--- config.mk ---
export PLATFORM = sky130hd
export DESIGN_NAME = spi_tx_sched
export DESIGN_NICKNAME = d
export VERILOG_FILES = /design/src/rtl/spi_tx_sched.sv
export SDC_FILE = /design/constraint.sdc
export NUM_CORES = 1
export LEC_CHECK = 0
export ABC_AREA = 1
export CAP_MARGIN = 25
export CORE_MARGIN = 4
export CORE_UTILIZATION = 41
export DETAILED_ROUTE_END_ITERATION = 7
export HOLD_SLACK_MARGIN = 0.08
export PLACE_DENSITY = 0.76
export SLEW_MARGIN = 20
export SYNTH_ARGS = -nofsm -noshare
export SYNTH_HDL_FRONTEND = slang
export SYNTH_SLANG_ARGS = --single-unit
--- constraint.sdc ---
create_clock -name SPI_Clk -period 1.8 [get_ports SPI_Clk]
set_clock_uncertainty 0.2 [all_clocks]
set_input_delay 0.36 -clock SPI_Clk [delete_from_list [all_inputs] [get_ports SPI_Clk]]
set_output_delay 0.36 -clock SPI_Clk [all_outputs]
set_load 0.005 [all_outputs]
--- src/rtl/spi_tx_sched.sv ---
// Transmit scheduler for the SDIO SPI-mode slave: round-robin, frame-held grants onto
// the shared byte shifter, with fill bytes whenever no frame byte is available.
module spi_tx_sched #(
    parameter int unsigned NREQ      = 3,
    parameter logic [7:0]  FILL_BYTE = 8'hFF
) (
    input  logic                SPI_Clk,
    input  logic                SPI_ResetN,
    input  logic                Abort,
    input  logic [NREQ-1:0]     Req,
    input  logic [NREQ-1:0]     Last,
    input  logic [8*NREQ-1:0]   Data,
    output logic [NREQ-1:0]     Pop,
    output logic [NREQ-1:0]     Gnt,
    output logic                Underrun,
    input  logic                Sh_RdyN,
    output logic                Sh_DataRdyN,
    output logic [7:0]          Sh_Data
);

    localparam int unsigned IdxW = (NREQ > 1) ? $clog2(NREQ) : 1;

    typedef enum logic [1:0] {
        IDLE,
        SEND,
        WAIT_RDY
    } state_t;

    state_t            state, stateNxt;
    logic [IdxW-1:0]   gntIdx, gntIdxNxt;
    logic [IdxW-1:0]   rrPtr, rrPtrNxt;
    logic              staleWin, staleWinNxt;
    logic [NREQ-1:0]   popNxt, gntNxt;
    logic              underrunNxt, shDataRdyNNxt;
    logic [7:0]        shDataNxt;

    logic [IdxW-1:0]   arbIdx, cand;
    logic              arbHit;
    logic              winOpen;

    // A window that was live when a frame was aborted must not carry a byte.
    assign winOpen = !Sh_RdyN && !staleWin;

    // Round-robin search starting at rrPtr, ascending with wrap.
    always_comb begin
        arbIdx = rrPtr;
        arbHit = 1'b0;
        cand   = '0;
        for (int unsigned i = 0; i < NREQ; i++) begin
            cand = IdxW'((32'(rrPtr) + i) % NREQ);
            if (!arbHit && Req[cand]) begin
                arbHit = 1'b1;
                arbIdx = cand;
            end
        end
    end

    always_ff @(posedge SPI_Clk or negedge SPI_ResetN) begin
        if (!SPI_ResetN) begin
            state       <= IDLE;
            gntIdx      <= '0;
            rrPtr       <= '0;
            staleWin    <= 1'b0;
            Pop         <= '0;
            Gnt         <= '0;
            Underrun    <= 1'b0;
            Sh_DataRdyN <= 1'b1;
            Sh_Data     <= FILL_BYTE;
        end else begin
            state       <= stateNxt;
            gntIdx      <= gntIdxNxt;
            rrPtr       <= rrPtrNxt;
            staleWin    <= staleWinNxt;
            Pop         <= popNxt;
            Gnt         <= gntNxt;
            Underrun    <= underrunNxt;
            Sh_DataRdyN <= shDataRdyNNxt;
            Sh_Data     <= shDataNxt;
        end
    end

    always_comb begin
        stateNxt      = state;
        gntIdxNxt     = gntIdx;
        rrPtrNxt      = rrPtr;
        staleWinNxt   = staleWin && !Sh_RdyN;
        popNxt        = '0;
        gntNxt        = Gnt;
        underrunNxt   = 1'b0;
        shDataRdyNNxt = 1'b1;
        shDataNxt     = Sh_Data;

        if (Abort) begin
            stateNxt    = IDLE;
            gntNxt      = '0;
            staleWinNxt = !Sh_RdyN;
        end else begin
            unique case (state)
                IDLE: begin
                    if (arbHit) begin
                        gntNxt    = NREQ'(1) << arbIdx;
                        gntIdxNxt = arbIdx;
                        stateNxt  = SEND;
                    end else if (winOpen) begin
                        shDataRdyNNxt = 1'b0;
                        shDataNxt     = FILL_BYTE;
                        stateNxt      = WAIT_RDY;
                    end
                end
                SEND: begin
                    if (winOpen) begin
                        shDataRdyNNxt = 1'b0;
                        stateNxt      = WAIT_RDY;
                        if (Req[gntIdx]) begin
                            shDataNxt      = Data[{gntIdx, 3'b000} +: 8];
                            popNxt[gntIdx] = 1'b1;
                            if (Last[gntIdx]) begin
                                gntNxt   = '0;
                                rrPtrNxt = IdxW'((32'(gntIdx) + 1) % NREQ);
                            end
                        end else begin
                            shDataNxt   = FILL_BYTE;
                            underrunNxt = 1'b1;
                        end
                    end
                end
                WAIT_RDY: begin
                    if (Sh_RdyN) begin
                        stateNxt = (|Gnt) ? SEND : IDLE;
                    end
                end
                default: stateNxt = IDLE;
            endcase
        end
    end

endmodule

==> flow_summary.json <==
{
  "critPathMaxFanout": 5,
  "ir_drop_uv": 693.4,
  "grt_pass1_vias": 1543,
  "cp_data_arrival_time_ps": 1860,
  "routabilityCongestion": 0.8566,
  "drtIter0Drc": 94,
  "switching_share_pct": 44.00,
  "io_pins": 50,
  "final_nets": 312,
  "finalHoldViolCount": 0,
  "start_util_pct": 43.73,
  "power_density_nw_per_um2": 1422,
  "power_switching_mw": 1.536,
  "io_buffers": 49,
  "insertion_delay_ps": 260,
  "cts_tree": "done",
  "fin_cells": 318,
  "worstHoldPathType": "primary input to asynchronous set/reset pin",
  "final.period_utilization_pct": 103.6,
  "ys_types": 25,
  "vias_per_cell": 5.009,
  "worst_slew_pin_slew_ps": 415.0,
  "grt_overflow_total": 0,
  "rsz0062_at_grt": "yes",
  "dp_cells": 309,
  "syn_area_sq_um": 1505,
  "critPathRequiredTime_ps": 1800,
  "drc": 0,
  "num_rows": 21,
  "end_kind": "flop",
  "holdWs_ps": 243.9,
  "synth-seq-cells": 23,
  "critPathLaunchType": "flop",
  "dr_total_vias": 1593,
  "seq_area_frac_synth_pct": 38.99,
  "drive_above_1_share_pct": 34.19,
  "cts-buffers-inserted": 3,
  "syn_avg_cell_area_sq_um": 7.759,
  "diodes": 0,
  "die_x_um": 68.59,
  "finalPower_mw": 3.491,
  "min_period_ps": 1864,
  "cts_hold_buffers": 0,
  "slew-limit-headroom_pct": 72.23,
  "grt_max_degree": 24,
  "internal_power_mw": 1.955,
  "fmax_mhz": 536.5,
  "fp.coreArea_sq_um": 3442,
  "cts_sinks": 23,
  "cellLeakagePower_nw": 1.086,
  "syn_inst": 194,
  "place_hpwl_um": 3093,
  "dr.pass1.iters": 4,
  "h-tree-depth": 1,
  "setup_violations": 14,
  "violations": "negative setup slack",
  "yosysWarnings": 0,
  "grt_pass1_wl_um": 7086,
  "p_seq_share_pct": 26.5,
  "p_clk_share_pct": 9.1,
  "synth_fp_nets": 233,
  "clk_path_buf_depth": 2,
  "maxCapViolCount": 0,
  "combPwrFrac_pct": 64.4,
  "wl_per_cell_um": 13.89,
  "floorplan.die.height_um": 68.59,
  "slew_viol_final": 0,
  "antenna_left": 0,
  "antenna_found_initial": 0,
  "die-area_sq_um": 4705,
  "cts-root-buf": "clkbuf_8",
  "critPathKind": "flop to flop",
  "drt-total-wl_um": 4418,
  "fin_ws_ps": -64.01,
  "gr-usage-all-layers_pct": 19.92,
  "syn_to_final_growth_pct": 63.09,
  "status": "finished with violations",
  "clkTransAtPathRegs_ps": 80
}
-- logic make-up (layout without fill, tap and decap cells) --
family | count (synthesis) | in the layout | synth area share, %
AOI/OAI and AO/OA | 41 | 41 | 18.29
adders and majority gates | 5 | 5 | 4.156
buffers and inverters | 26 | 102 | 7.814
and+or+nand+nor | 99 | 101 | 30.76
DFF | 23 | 23 | 38.99
-- synthesized netlist by cell type, drive strengths merged --
cell     n  share of area (%)
nand3   16                6.5
nand4    3                1.2
nor3     5                1.7
dfstp    9                 16
o211ai   9                4.5
buf      4                2.2
nor2    29                8.1
nand2   46                 13
inv     22                5.7
ha       5                4.2
a21oi    1               0.33
o21ai   30                 13
o31ai    1               0.50
dfrtp   14                 23
-- metal layers --
layer,wire [um],vias up,track usage (%)
met1,1998,739,26.89
met3,208,2,4.214
met2,2193,45,32.66
li1,-,807,-
met5,0,-,0
met4,17,0,4.218
-- power by group through the flow --
stage	registers, mW	clock network, mW	logic [mW]
final	0.924	0.317	2.25
after global routing	0.947	0.345	2.46
after CTS	0.888	0.322	2.15
after detailed placement	0.887	0	1.87
after global placement	0.887	0	1.83
after floorplan	0.881	0	1.11
-- cells in the final DEF, fill, tap and decap left out, types with 2 or more instances in the layout --
cell type	n
clkdlybuf4s50_1	38
nand2_1	31
nor2_1	26
buf_4	24
dfrtp_1	14
o21ai_2	14
inv_1	12
o21ai_0	10
nand3_1	10
dlygate4sd2_1	10
dfstp_2	9
o211ai_1	9
nand2_2	7
nand2_4	7
inv_2	6
o21ai_1	6
nand3_2	5
inv_4	4
nor3_1	4
nand2_8	3
nand4_1	3
ha_1	3
clkbuf_8	3
nor2_4	2
ha_4	2
buf_6	2
-- state kept, by name, summed over array words and instances, names as in the netlist --
register and count:
Sh_DataRdyN 1, staleWin 1, Pop 3, Underrun 1
state 2, gntIdx 2, Sh_Data 8, rrPtr 2
Gnt 3
-- worst max-delay path, stage by stage (launching register included) --
cell     delay [ps]
dfrtp_1         400
buf_6           130
ha_4            290
inv_4            50
nand3_2          90
nand2_4          70
nand3_4         120
nand2_8          80
buf_12          160
nand2_8         100
nand2_2          50
o21ai_2          50
-- per-stage QoR --
stage          area (sq um)  setup TNS [ps]  util (%)  setup WS [ps]
2_1_floorplan          1521               0         -          6.625
3_3_place_gp           2213           -4295     64.30         -259.5
3_5_place_dp           2213           -4711     64.30         -277.7
4_1_cts                2396          -586.1     69.61         -74.79
5_1_grt                2455           -1805     71.32         -160.9
6_report               2455          -681.4     71.32         -64.01
-- cell type report --
type / instances / area, sq um
Tap cell: 46 / 57.56
Clock buffer: 3 / 41.29
Inverter: 22 / 92.59
Timing Repair Buffer: 76 / 703.2
Multi-Input combinational cell: 147 / 968.4
Sequential cell: 23 / 586.8
Clock inverter: 1 / 5.005
Fill cell: 263 / 987.2
-- repair_timing --
| action | 4_1_cts | 5_1_grt |
|---|---|---|
| setup endpoints to repair | 23 | 17 |
| gates resized for setup | 29 | 17 |
| gates cloned | 2 | 0 |
| buffers inserted | 3 | 0 |
| pin swaps | 11 | 4 |
-- path summary, 6_finish.rpt --
kind,from,endpoint,slack [ps],cells past startpoint
setup / recovery,rrPtr[1],Sh_Data[0],-60,11
min in group SPI_Clk,Sh_Data[3],Sh_Data[3],270,2
max in group asynchronous,SPI_ResetN,Sh_Data[4],870,2
setup reg to reg,rrPtr[1],Sh_Data[0],-60,11
hold reg to reg,Sh_Data[3],Sh_Data[3],270,2
hold / removal,SPI_ResetN,staleWin,240,2
No activity file was read; power rests on OpenSTA's default activity.
